## config.mk

```make
export PLATFORM = sky130hd
export DESIGN_NAME = fib_sequencer
export DESIGN_NICKNAME = d
export VERILOG_FILES = /design/src/rtl/fib_sequencer.sv
export SDC_FILE = /design/constraint.sdc
export NUM_CORES = 1
export LEC_CHECK = 0
export BUFFER_PORTS_ARGS = -buffer_cell sky130_fd_sc_hd__buf_2
export CORE_AREA = 2 2 77 42
export DETAILED_ROUTE_END_ITERATION = 16
export DIE_AREA = 0 0 79 44
export PLACE_DENSITY_LB_ADDON = 0.1
export SETUP_SLACK_MARGIN = 0.4
export SLEW_MARGIN = 25
export SYNTH_ARGS = -nofsm -noshare
export SYNTH_HDL_FRONTEND = slang
export SYNTH_SLANG_ARGS = --single-unit
export TNS_END_PERCENT = 20
```

## constraint.sdc

```tcl
create_clock -name clk -period 1.7 [get_ports clk]
set_input_delay 0.255 -clock clk [delete_from_list [all_inputs] [get_ports clk]]
set_output_delay 0.255 -clock clk [all_outputs]
set_load 0.01 [all_outputs]
```

## src/rtl/fib_sequencer.sv

```systemverilog
// fib_sequencer: control FSM and register file that steps an external
// combinational ALU through the Fibonacci recurrence. Each state is one cycle.
// In that cycle it issues one opcode and its operands. The destination register
// captures alu_out on the edge that ends the state.
//
// Ports:
//   clk         rising-edge clock
//   rst         synchronous, active-high reset
//   start       run request, accepted only in IDLE
//   n           Fibonacci index; must be held from start until done
//   busy        high from the cycle after start is accepted through DONE
//   done        one-cycle pulse; result is valid from this cycle
//   result      F(n) mod 2^SIZE, held until the next run completes
//   alu_opcode  ALU opcode for the current cycle
//   alu_in1     ALU operand 1 for the current cycle
//   alu_in2     ALU operand 2 for the current cycle
//   alu_out     ALU result, same cycle
//   alu_zero    ALU zero flag, same cycle
//   ovf         (FIB_OVF_EN only) F(n) did not fit in SIZE bits
//
// Build option: define FIB_OVF_EN to add the ovf port and its sticky
// overflow-tracking flags.
module fib_sequencer #(
  parameter int unsigned SIZE = 4
) (
  input  logic            clk,
  input  logic            rst,
  input  logic            start,
  input  logic [SIZE-1:0] n,
  output logic            busy,
  output logic            done,
  output logic [SIZE-1:0] result,
  output logic [2:0]      alu_opcode,
  output logic [SIZE-1:0] alu_in1,
  output logic [SIZE-1:0] alu_in2,
  input  logic [SIZE-1:0] alu_out,
  input  logic            alu_zero
`ifdef FIB_OVF_EN
  ,
  output logic            ovf
`endif
);

  localparam logic [2:0] OP_ZERO = 3'b000;
  localparam logic [2:0] OP_ONE  = 3'b001;
  localparam logic [2:0] OP_DEC  = 3'b011;
  localparam logic [2:0] OP_IN1  = 3'b100;
  localparam logic [2:0] OP_ADD  = 3'b110;
  localparam logic [2:0] OP_IN2  = 3'b111;

  typedef enum logic [3:0] {
    IDLE   = 4'd0,
    INIT_A = 4'd1,
    INIT_B = 4'd2,
    LOAD_N = 4'd3,
    TEST   = 4'd4,
    ADD    = 4'd5,
    MOVE_A = 4'd6,
    MOVE_B = 4'd7,
    DEC    = 4'd8,
    DONE   = 4'd9
  } state_t;

  state_t state, state_n;

  logic [SIZE-1:0] a, b, t, cnt;
  logic            ld_a, ld_b, ld_t, ld_cnt;
  logic            finish;

  // State register
  always_ff @(posedge clk) begin
    if (rst) state <= IDLE;
    else     state <= state_n;
  end

  // Next state, ALU command and register load enables
  always_comb begin
    state_n    = state;
    alu_opcode = OP_ZERO;
    alu_in1    = '0;
    alu_in2    = '0;
    ld_a       = 1'b0;
    ld_b       = 1'b0;
    ld_t       = 1'b0;
    ld_cnt     = 1'b0;
    case (state)
      IDLE: begin
        if (start) state_n = INIT_A;
      end
      INIT_A: begin
        ld_a    = 1'b1;
        state_n = INIT_B;
      end
      INIT_B: begin
        alu_opcode = OP_ONE;
        ld_b       = 1'b1;
        state_n    = LOAD_N;
      end
      LOAD_N: begin
        alu_opcode = OP_IN2;
        alu_in2    = n;
        ld_cnt     = 1'b1;
        state_n    = TEST;
      end
      TEST: begin
        alu_opcode = OP_IN1;
        alu_in1    = cnt;
        state_n    = alu_zero ? DONE : ADD;
      end
      ADD: begin
        alu_opcode = OP_ADD;
        alu_in1    = a;
        alu_in2    = b;
        ld_t       = 1'b1;
        state_n    = MOVE_A;
      end
      MOVE_A: begin
        alu_opcode = OP_IN2;
        alu_in2    = b;
        ld_a       = 1'b1;
        state_n    = MOVE_B;
      end
      MOVE_B: begin
        alu_opcode = OP_IN1;
        alu_in1    = t;
        ld_b       = 1'b1;
        state_n    = DEC;
      end
      DEC: begin
        alu_opcode = OP_DEC;
        alu_in1    = cnt;
        ld_cnt     = 1'b1;
        state_n    = TEST;
      end
      DONE: begin
        state_n = IDLE;
      end
      default: state_n = IDLE;
    endcase
  end

  // Result is captured on entry to DONE so it is valid alongside the done pulse
  assign finish = (state == TEST) && alu_zero;

  // Register file and registered handshake outputs
  always_ff @(posedge clk) begin
    if (rst) begin
      a      <= '0;
      b      <= '0;
      t      <= '0;
      cnt    <= '0;
      busy   <= 1'b0;
      done   <= 1'b0;
      result <= '0;
    end else begin
      if (ld_a)   a   <= alu_out;
      if (ld_b)   b   <= alu_out;
      if (ld_t)   t   <= alu_out;
      if (ld_cnt) cnt <= alu_out;
      if (finish) result <= a;
      busy <= (state_n != IDLE);
      done <= (state_n == DONE);
    end
  end

`ifdef FIB_OVF_EN
  logic fa, fb, ft;

  // Sticky overflow flags travel with the values in A, B and T.
  // A wrapped unsigned sum is smaller than either addend.
  always_ff @(posedge clk) begin
    if (rst) begin
      fa  <= 1'b0;
      fb  <= 1'b0;
      ft  <= 1'b0;
      ovf <= 1'b0;
    end else begin
      if (state == INIT_A || state == INIT_B) begin
        fa <= 1'b0;
        fb <= 1'b0;
        ft <= 1'b0;
      end else begin
        if (ld_t) ft <= fa | fb | (alu_out < b);
        if (ld_a) fa <= fb;
        if (ld_b) fb <= ft;
      end
      if (finish) ovf <= fa;
    end
  end
`endif

endmodule

```

==> impl_metrics.toml <==
[placement]
port_buffers = 28
place_hpwl_um = 2270
gp_congestion = 0.863

[worst_setup_path]
startpoint = "state[0]"
cpPeakStageDelay_ns = 0.35
r2r_cells = 4
worst-endpoint-arrival_ns = 1.41
crit_cells = 6
rrSetupSlack_ns = 0.25
r2r-start = "state[0]"
path_class = "reg2out"
crit_end = "alu_in1[2]"
crit_buf_inv = 3
path_cells = "buf_6 -> nor4bb_4 -> buf_4 -> a22oi_2 -> nand2_1 -> buf_2"
r2r_end = "result[0]"
worst_path_max_delay_cell = "dfxtp_2"
worstPathRequired_ns = 1.44
critPathLaunchType = "flop"
cp-end-kind = "primary output"
crit_fanout = 6
critPathTopFamily = "buffers and inverters"

[synth]
synth_area_per_cell_um2 = 9.37
syn_area_um2 = 1310
yosysWarnings = 0
syn_inst = 140
ys_ff_latch = 26
ys_seq_area_frac = 0.397
syn_nets = 152
synth_cell_types = 32

[layout]
n_antenna_cell = 0
multiInputGateArea_um2 = 813
final_util = 0.607
nets = 190
n_fill_cell = 242
syn2layout_area_growth_pct = 31.4
drive_above_1_share = 0.373
regArea_um2 = 533

[clocking]
cts_tree = "built"
cts_root_buffer = "clkbuf_8"
clk_path_buf_depth = 2
cts.sinks = 26
numCtsBuffers = 3
cts.reportedPaths.clkPinSlew_ns = 0.10
h-tree-depth = 1
clk_latency_ns = 0.27

[drt]
post_drt_wl_per_cell_um = 14.6
vias_per_cell = 5.27
drtIter0Drc = 116
drc = 0
num_vias = 1143
antenna_left = 0
first_pass_iters = 5
routed_wirelength_um = 3170

[min_path]
hold_path.class = "in2reg"
hp-start = "alu_out[2]"

[sta]
relSlewSlack = 0.668
rsz0062_at_grt = "yes"
finalHoldViolCount = 0
fin_crit_sh = 0.982
period_needed_ns = 1.67
setup_viol = 0
finClkSkew_ns = 0.0132
fmax_mhz = 599
drv_slew = 0
worstMarginPinSlew_ns = 0.496

[die]
dieArea_um2 = 3480
start_util = 0.462
die_w_um = 79
die_h_um = 44
ios = 29
core.rowCount = 14
coreArea_um2 = 2840

[global_route]
grt_pass1_wl_um = 5240
met1_usage = 0.304
grtUsageTotal = 0.198
grt_use_met3 = 0.0500
grt_max_degree = 31
antenna_found_initial = 0
grt_use_met2 = 0.288
grt-busiest-layer = "met1"
overflow = 0
grt_pass1_vias = 1062

[power]
total_power_mw = 1.36
leakage_nw = 0.757
worst_ir_drop_vdd_mv = 0.512
cellPowerDensity_nw_per_um2 = 792

[outcome]
status = "finished clean"

[run]
cap_violations = 0
[per-layer routing]
layer,wire length [µm],vias up,share of wire
li1,-,576,-
met1,1600,524,0.51
met2,1310,41,0.41
met3,250,2,0.079
met4,13,0,0.0041
met5,0,-,0
[worst min path at each step]
stage / to / slack [ns] / cells after the start
2_1_floorplan: t[0] / 0.40 / 2
3_3_place_gp: result[2] / 0.46 / 2
3_5_place_dp: result[2] / 0.46 / 2
4_1_cts: t[2] / 0.24 / 3
5_1_grt: t[2] / 0.25 / 3
6_report: t[2] / 0.25 / 3
[synthesized netlist by cell type]
| cell | count | area share |
|---|---|---|
| dfxtp_1 | 26 | 0.40 |
| nand2b_1 | 23 | 0.11 |
| mux2i_1 | 20 | 0.15 |
| nor2_1 | 13 | 0.037 |
| nand2_1 | 7 | 0.020 |
| a21oi_1 | 4 | 0.015 |
| a22oi_1 | 4 | 0.023 |
| a32oi_1 | 4 | 0.027 |
| clkbuf_1 | 4 | 0.011 |
| nand3_1 | 4 | 0.015 |
| buf_2 | 3 | 0.011 |
| xor2_1 | 3 | 0.020 |
| a211oi_1 | 2 | 0.011 |
| buf_6 | 2 | 0.017 |
| inv_1 | 2 | 0.0057 |
| nor2b_1 | 2 | 0.0095 |
| nor3_1 | 2 | 0.0076 |
| a2111oi_2 | 1 | 0.011 |
| a311oi_1 | 1 | 0.0067 |
| a32o_1 | 1 | 0.0076 |
| and3b_1 | 1 | 0.0067 |
| and4b_1 | 1 | 0.0076 |
| buf_4 | 1 | 0.0057 |
| nand3b_1 | 1 | 0.0057 |
| nor3b_1 | 1 | 0.0057 |
| nor4_1 | 1 | 0.0048 |
| nor4b_4 | 1 | 0.018 |
| nor4bb_1 | 1 | 0.0076 |
| o21ai_0 | 1 | 0.0038 |
| o22ai_1 | 1 | 0.0048 |
| o2bb2a_1 | 1 | 0.0076 |
| or3_1 | 1 | 0.0048 |
[placed cells by master (no fill, tap or decap), types with 2 or more instances in the layout]
| master | netlist | routed |
|---|---|---|
| buf_2 | 3 | 28 |
| nand2b_1 | 23 | 22 |
| dfxtp_1 | 26 | 22 |
| mux2i_1 | 20 | 20 |
| buf_4 | 1 | 12 |
| nor2_1 | 13 | 11 |
| nand2_1 | 7 | 7 |
| a21oi_1 | 4 | 4 |
| a22oi_2 | 0 | 4 |
| nand3_1 | 4 | 4 |
| a32oi_1 | 4 | 4 |
| clkbuf_8 | 0 | 4 |
| buf_6 | 2 | 3 |
| dfxtp_4 | 0 | 3 |
| nor2b_2 | 0 | 2 |
| inv_1 | 2 | 2 |
| nor2_2 | 0 | 2 |
| a211oi_1 | 2 | 2 |
[worst min-delay path: stages]
cell     delay [ns]
buf_2          0.09
mux2i_1        0.07
nor2_1         0.08
[sequential cells by signal, indices dropped and copies added (netlist names)]
signal	cells
result	4
done	1
busy	1
t	4
cnt	4
state	4
b	4
a	4
[repair_timing]
item	4_1_cts	5_1_grt
hold buffers	0	0
pin swaps	9	5
setup endpoints to repair	33	32
setup buffers	6	1
resized for setup	19	7
gates cloned	0	0
[power breakdown]
group,switching (mW),internal [mW],leakage [nW],total (mW)
clock network,0.194,0.207,0.0288,0.401
registers,0.0275,0.639,0.214,0.666
logic,0.157,0.140,0.515,0.298
[cell families (layout without fill, tap and decap cells)]
| logic type | after synthesis | count (layout) | synth area share |
|---|---|---|---|
| DFF | 26 | 26 | 0.397 |
| muxes | 20 | 20 | 0.153 |
| buffers and inverters | 12 | 49 | 0.0515 |
| AOI/OAI and AO/OA | 20 | 20 | 0.118 |
| xor gates and xnor gates | 3 | 3 | 0.0200 |
| and+or+nand+nor | 59 | 59 | 0.261 |
[layout make-up]
class / count / area share
Multi-Input combinational cell: 102 / 0.472
Sequential cell: 26 / 0.309
Timing Repair Buffer: 43 / 0.153
Clock buffer: 4 / 0.0320
Tap cell: 40 / 0.0290
Inverter: 2 / 0.00436
[through the flow]
stage,setup TNS [ns],instances,worst slack [ns],hold WS (ns),instance area [µm²]
4_1_cts,0,216,0.0410,0.243,1690
2_1_floorplan,0,140,0.392,0.402,1320
6_report,0,217,0.0309,0.255,1720
3_3_place_gp,0,206,0.180,0.456,1510
3_5_place_dp,0,206,0.155,0.461,1510
5_1_grt,-0.249,217,-0.0457,0.247,1720
No activity file was read; power rests on OpenSTA's default activity.
